`src/rtl/dmem_pkg.sv`:
```
`default_nettype none
// ============================================================================
// Module  : dmem_pkg
// Purpose : Shared types and lane helpers for the wait-state data memory.
// Revision: 1.0 - initial release
// ============================================================================
package dmem_pkg;

  typedef enum logic [1:0] {
    SZ_BYTE = 2'd0,
    SZ_HALF = 2'd1,
    SZ_WORD = 2'd2
  } size_t;

  typedef enum logic [1:0] {
    IDLE = 2'd0,
    BUSY = 2'd1,
    DONE = 2'd2
  } state_t;

  // Size encoding 3 falls into the default arm and behaves as a word.
  function automatic logic [3:0] lane_mask(input logic [1:0] size,
                                           input logic [1:0] addr_lo);
    case (size)
      SZ_BYTE: lane_mask = 4'b0001 << addr_lo;
      SZ_HALF: lane_mask = addr_lo[1] ? 4'b1100 : 4'b0011;
      default: lane_mask = 4'b1111;
    endcase
  endfunction

  function automatic logic [31:0] store_align(input logic [31:0] wdata,
                                              input logic [1:0]  size);
    case (size)
      SZ_BYTE: store_align = {4{wdata[7:0]}};
      SZ_HALF: store_align = {2{wdata[15:0]}};
      default: store_align = wdata;
    endcase
  endfunction

  function automatic logic misaligned(input logic [1:0] size,
                                      input logic [1:0] addr_lo);
    case (size)
      SZ_BYTE: misaligned = 1'b0;
      SZ_HALF: misaligned = addr_lo[0];
      default: misaligned = |addr_lo;
    endcase
  endfunction

  function automatic logic [31:0] load_extract(input logic [31:0] word,
                                               input logic [1:0]  size,
                                               input logic [1:0]  addr_lo,
                                               input logic        sign_ext);
    logic [7:0]  b;
    logic [15:0] h;
    case (addr_lo)
      2'd0:    b = word[7:0];
      2'd1:    b = word[15:8];
      2'd2:    b = word[23:16];
      default: b = word[31:24];
    endcase
    h = addr_lo[1] ? word[31:16] : word[15:0];
    case (size)
      SZ_BYTE: load_extract = {{24{sign_ext & b[7]}}, b};
      SZ_HALF: load_extract = {{16{sign_ext & h[15]}}, h};
      default: load_extract = word;
    endcase
  endfunction

endpackage
`default_nettype wire

```
`src/rtl/dmem_ram.sv`:
```
`default_nettype none
// ============================================================================
// Module  : dmem_ram
// Purpose : Single-port word RAM with per-byte write enables, synchronous read.
// Revision: 1.0 - initial release
// ============================================================================
module dmem_ram #(
  parameter int DEPTH_WORDS = 64,
  parameter int WORD_AW     = $clog2(DEPTH_WORDS)
) (
  input  logic               clk,
  input  logic               rd_en,
  input  logic [3:0]         be,
  input  logic [WORD_AW-1:0] addr,
  input  logic [31:0]        wdata,
  output logic [31:0]        rdata
);

  logic [31:0] mem [DEPTH_WORDS];
  logic [31:0] rdata_q;

  // Read-first: a same-edge write is not visible on rdata until the next read.
  always_ff @(posedge clk) begin
    for (int i = 0; i < 4; i++) begin
      if (be[i]) begin
        mem[addr][8*i +: 8] <= wdata[8*i +: 8];
      end
    end
    if (rd_en) begin
      rdata_q <= mem[addr];
    end
  end

  assign rdata = rdata_q;

endmodule
`default_nettype wire

```
`src/rtl/dmem_wait_unit.sv`:
```
`default_nettype none
// ============================================================================
// Module  : dmem_wait_unit
// Purpose : Byte/half/word data memory behind a req/done handshake with
//           WAIT_CYCLES wait states and a datapath stall. Defining
//           DMEM_ALIGN_CHK_EN adds misaligned-access suppression and err.
// Revision: 1.0 - initial release
// ============================================================================
module dmem_wait_unit
  import dmem_pkg::*;
#(
  parameter int DEPTH_WORDS = 64,
  parameter int WAIT_CYCLES = 2,
  parameter int ADDR_W      = 32
) (
  input  logic              clk,
  input  logic              reset,
  input  logic              req,
  input  logic              we,
  input  logic [1:0]        size,
  input  logic              sign_ext,
  input  logic [ADDR_W-1:0] addr,
  input  logic [31:0]       wdata,
  output logic [31:0]       rdata,
  output logic              done,
  output logic              stall
`ifdef DMEM_ALIGN_CHK_EN
  ,
  output logic              err
`endif
);

  localparam int c_word_aw = $clog2(DEPTH_WORDS);
  localparam int c_cnt_w   = (WAIT_CYCLES > 0) ? $clog2(WAIT_CYCLES + 1) : 1;
  localparam logic [c_cnt_w-1:0] c_cnt_load = c_cnt_w'(WAIT_CYCLES);

  state_t              state_q, state_d;
  logic [c_cnt_w-1:0]  cnt_q, cnt_d;
  logic                done_q, done_d;
  logic [31:0]         rdata_q, rdata_d;

  logic [c_word_aw-1:0] w_word_idx;
  logic [3:0]           w_be;
  logic [31:0]          w_store_data;
  logic [31:0]          w_ram_word;
  logic                 w_access;
  logic                 w_misalign;

  assign w_word_idx   = addr[c_word_aw+1:2];
  assign w_store_data = store_align(wdata, size);

  // Upper address bits are deliberately dropped so accesses wrap.
  generate
    if (ADDR_W > c_word_aw + 2) begin : g_addr_hi
      logic unused_addr_hi;
      assign unused_addr_hi = ^addr[ADDR_W-1:c_word_aw+2];
    end
  endgenerate

`ifdef DMEM_ALIGN_CHK_EN
  logic err_q, err_d;
  assign w_misalign = misaligned(size, addr[1:0]);
  assign err_d      = done_d & w_misalign;
  assign err        = err_q;
`else
  assign w_misalign = 1'b0;
`endif

  always_comb begin
    state_d  = state_q;
    cnt_d    = cnt_q;
    done_d   = 1'b0;
    rdata_d  = rdata_q;
    w_access = 1'b0;
    case (state_q)
      IDLE: begin
        if (req) begin
          state_d = BUSY;
          cnt_d   = c_cnt_load;
        end
      end
      BUSY: begin
        if (cnt_q != '0) begin
          cnt_d = cnt_q - c_cnt_w'(1);
        end else begin
          w_access = 1'b1;
          done_d   = 1'b1;
          state_d  = DONE;
          if (!we && !w_misalign) begin
            rdata_d = load_extract(w_ram_word, size, addr[1:0], sign_ext);
          end
        end
      end
      DONE: begin
        state_d = IDLE;
      end
      default: begin
        state_d = IDLE;
      end
    endcase
  end

  // Reset on the access edge must also cancel the RAM write.
  assign w_be = (w_access && we && !w_misalign && !reset) ? lane_mask(size, addr[1:0])
                                                          : 4'b0000;

  always_ff @(posedge clk) begin
    if (reset) begin
      state_q <= IDLE;
      cnt_q   <= '0;
      done_q  <= 1'b0;
      rdata_q <= '0;
`ifdef DMEM_ALIGN_CHK_EN
      err_q   <= 1'b0;
`endif
    end else begin
      state_q <= state_d;
      cnt_q   <= cnt_d;
      done_q  <= done_d;
      rdata_q <= rdata_d;
`ifdef DMEM_ALIGN_CHK_EN
      err_q   <= err_d;
`endif
    end
  end

  // The RAM reads continuously while req is held, so its registered word is
  // already current by the access edge even with zero wait cycles.
  dmem_ram #(
    .DEPTH_WORDS (DEPTH_WORDS),
    .WORD_AW     (c_word_aw)
  ) u_ram (
    .clk   (clk),
    .rd_en (req),
    .be    (w_be),
    .addr  (w_word_idx),
    .wdata (w_store_data),
    .rdata (w_ram_word)
  );

  assign rdata = rdata_q;
  assign done  = done_q;
  assign stall = req & ~done_q;

endmodule
`default_nettype wire

```
`config.mk`:
```
export PLATFORM = sky130hd
export DESIGN_NAME = dmem_wait_unit
export DESIGN_NICKNAME = d
export VERILOG_FILES = /design/src/rtl/dmem_pkg.sv /design/src/rtl/dmem_ram.sv /design/src/rtl/dmem_wait_unit.sv
export SDC_FILE = /design/constraint.sdc
export NUM_CORES = 2
export LEC_CHECK = 0
export BUFFER_PORTS_ARGS = -buffer_cell sky130_fd_sc_hd__buf_4
export CORE_MARGIN = 2
export CORE_UTILIZATION = 60
export CTS_CLUSTER_DIAMETER = 200
export DETAILED_ROUTE_END_ITERATION = 6
export PLACE_DENSITY = 0.76
export SLEW_MARGIN = 0
export SYNTH_ARGS = -nofsm -noshare
export SYNTH_HDL_FRONTEND = slang
export SYNTH_HIERARCHICAL = 1
export SYNTH_SLANG_ARGS = --single-unit
export TNS_END_PERCENT = 5
```
`constraint.sdc`:
```
create_clock -name clk -period 10.94 [get_ports clk]
set_input_delay 0.547 -clock clk [delete_from_list [all_inputs] [get_ports clk]]
set_output_delay 0.547 -clock clk [all_outputs]
set_load 0.01 [all_outputs]
```
==> flow_metrics.env <==
export IMPL_clk_latency_ps=800
export IMPL_synth_seq_area_share=0.775
export IMPL_place_area_sq_mm=0.0837
export IMPL_rsz0062_at_grt="no"
export IMPL_synth_seq_cells=2117
export IMPL_power_density_mw_per_mm2=185
export IMPL_synth_edf_count=2080
export IMPL_setup_worst_path_end_class="register"
export IMPL_cp_start_kind="primary input"
export IMPL_die_area_sq_mm=0.139
export IMPL_critical_path_class="in -> reg"
export IMPL_cts_sinks=2117
export IMPL_wl_per_cell_um=33.7
export IMPL_p_int_uw=13000
export IMPL_synth_fp_nets=4815
export IMPL_tritoncts_num_buffers=197
export IMPL_whs_ps=171
export IMPL_ff2ff_path_depth=8
export IMPL_finalClockSkew_ps=25.1
export IMPL_vias_per_cell=7.21
export IMPL_final_cell_mix="edfxtp_1, nor2_1, a221oi_1, a22oi_1, mux2i_1"
export IMPL_hold_depth=3
export IMPL_antenna_found_initial=10
export IMPL_hp_start="sign_ext"
export IMPL_setup_tns_ps=0
export IMPL_r2r_start="cnt_q[0]"
export IMPL_r2r_setup_slack_ps=6940
export IMPL_synth_flop_cell="edfxtp_1"
export IMPL_cts_setup_buffers=0
export IMPL_regArea_sq_mm=0.0632
export IMPL_setup_viol=0
export IMPL_grt_start_max_net_pins=87
export IMPL_cts_root_buf="clkbuf_16"
export IMPL_hold_path_class="in -> reg"
export IMPL_sw_frac_of_total=0.218
export IMPL_arrival_ps=5310
export IMPL_area_growth_pct=10.1
export IMPL_violations="design-rule violations"
export IMPL_synthesis_area_sq_mm=0.0816
export IMPL_layout_commonest_cell="edfxtp_1"
export IMPL_nNetsFinal=4846
export IMPL_cts_htree_levels=4
export IMPL_clockBufferDepth=3
export IMPL_drive_above_1_share=0.128
export IMPL_p_seq_frac=0.544
export IMPL_route_detailed_drc=2
export IMPL_fin_total_pwr_uw=16600
export IMPL_total_leakage_power_uw=0.0282
export IMPL_ios=105
export IMPL_vdd_ir_drop_worst_mv=0.189
export IMPL_crit_start="addr[2]"
export IMPL_syn_inst=4743
export IMPL_slew_violations=0
export IMPL_route_antenna_remaining_nets=0
export IMPL_yosysWarnings=6
export IMPL_portBuffers=80
export IMPL_hold_viol=0
export IMPL_std_cell_rows=135
export IMPL_ys_types=68
export IMPL_firstDrtPassIters=7
export IMPL_power_share_clock=0.396
export IMPL_ctsResizeCount=0
export IMPL_path_max_fanout=55
export IMPL_avgSynthCellArea_sq_um=17.2
export IMPL_async_flop_share=0
export IMPL_grt_pass1_wl_um=323000
export IMPL_reg2reg_to="u_ram/mem[52][29]"
export IMPL_cts_hold_buf=0
export IMPL_core_area_sq_mm=0.135
export IMPL_slew_headroom=0.104
export IMPL_hold_end="rdata[15]"
export IMPL_grt_pass1_vias=46700
export IMPL_drt_iter0_markers=8539
export IMPL_die_height_um=373
export IMPL_p_sw_uw=3620
export IMPL_path_clk_slew_ps=60
export IMPL_multi_input_area_sq_mm=0.0168
export IMPL_grtUsageTotal=0.323
export IMPL_gp_congestion=0.913
export IMPL_final_cell_area_sq_mm=0.0898
export IMPL_drt_wl_total_um=226000
export IMPL_timing_final_crit_share=0.426
export IMPL_tightestPinTransition_ps=1340
export IMPL_fin_ws_ps=6280
export IMPL_via_count=48400
export IMPL_fmax_mhz=215
export IMPL_initial_core_util=0.604
export IMPL_drv_cap=0
export IMPL_status="finished with violations"
export IMPL_cts_tree="done"
export IMPL_grt_overflow_total=0
export IMPL_hpwl_um=131000
export IMPL_p_comb_frac=0.060
export IMPL_fillerInstances=8549
export IMPL_critPathRequiredTime_ps=11600
export IMPL_die_x_um=373
export IMPL_dp_slack_ps=5840
export IMPL_fin_crit_ps=4660
-- power by group through the flow --
stage	combinational (uW)	clock, uW	sequential (uW)
after floorplan	530	0	9180
after global placement	928	0	9190
after detailed placement	953	0	9190
after CTS	959	6600	9020
after global routing	1020	6930	9020
final	990	6570	9020
-- logic make-up after synthesis --
family	share of synthesized area
flops	0.775
compound gates	0.109
simple gates	0.0365
mux	0.0580
buf+inv	0.0219
fa+ha+maj	0.000153
-- cell usage after synthesis, types with 4 or more instances --
master	n	area share
o32ai_1	5	0.00054
a31oi_1	21	0.0016
a21oi_1	80	0.0049
buf_1	30	0.0014
nand3b_1	4	0.00037
nor3_1	27	0.0017
o211ai_1	4	0.00037
a22oi_1	281	0.026
nand2_1	104	0.0048
nor2b_1	11	0.00084
and3_1	18	0.0014
a222oi_1	15	0.0018
nand3_1	7	0.00043
clkbuf_1	162	0.0075
buf_2	105	0.0064
o2111ai_1	14	0.0015
o221ai_1	46	0.0049
o211a_1	13	0.0016
or4_1	16	0.0015
nor2_1	469	0.022
and2_1	5	0.00038
o21ai_0	137	0.0084
a211oi_2	10	0.0015
mux2_1	9	0.0012
a221o_1	30	0.0037
a221oi_1	286	0.031
nand2b_1	4	0.00031
o22ai_1	163	0.012
mux2_2	44	0.0061
mux4_2	73	0.020
buf_4	29	0.0027
edfxtp_1	2080	0.77
buf_6	25	0.0035
inv_1	4	0.00018
dfxtp_1	37	0.0091
mux2i_1	249	0.031
a211oi_1	25	0.0023
nand4_1	16	0.0012
a22o_1	37	0.0040
-- worst max-delay path by stage --
| stage | end | slack [ps] |
|---|---|---|
| 6_report | u_ram/rdata[29] | 6280 |
| 5_1_grt | u_ram/rdata[29] | 6370 |
| 4_1_cts | u_ram/rdata[27] | 6670 |
| 3_3_place_gp | u_ram/rdata[27] | 5870 |
| 3_5_place_dp | u_ram/rdata[27] | 5840 |
| 2_1_floorplan | u_ram/mem[0][24] | 6520 |
-- flip-flops by register name, indices dropped and copies added (netlist names) --
register     cells
state_q          2
cnt_q            2
u_ram/mem     2048
done             1
u_ram/rdata     32
rdata           32
-- metrics by stage --
step                instances  utilization
floorplan                4743            -
global placement         6356        0.620
detailed placement       6356        0.620
CTS                      6710        0.665
global route             6711        0.665
finish                   6716        0.665
-- cell type report --
type,count,area share
clock inverter,101,0.00923
clock buffer,253,0.0589
sequential,2117,0.703
multi-input combinational,2266,0.187
tap,1781,0.0248
inverter,8,0.000404
antenna,6,0.000167
timing repair buffer,184,0.0157
-- critical path, cell delays in order --
cell	delay (ps)
buf_6	280
buf_4	760
nor2b_4	770
buf_4	830
buf_4	720
a22oi_1	160
o22a_1	240
o2111ai_1	520
or4_1	260
-- per-layer routing --
layer	up-vias	wire length, um	global-route usage
met2	3970	102000	0.487
li1	19600	-	-
met3	759	33700	0.0894
met5	-	54	0
met1	24100	77200	0.436
met4	8	13000	0.163
Note: power is estimated with default switching activity, not from simulation.
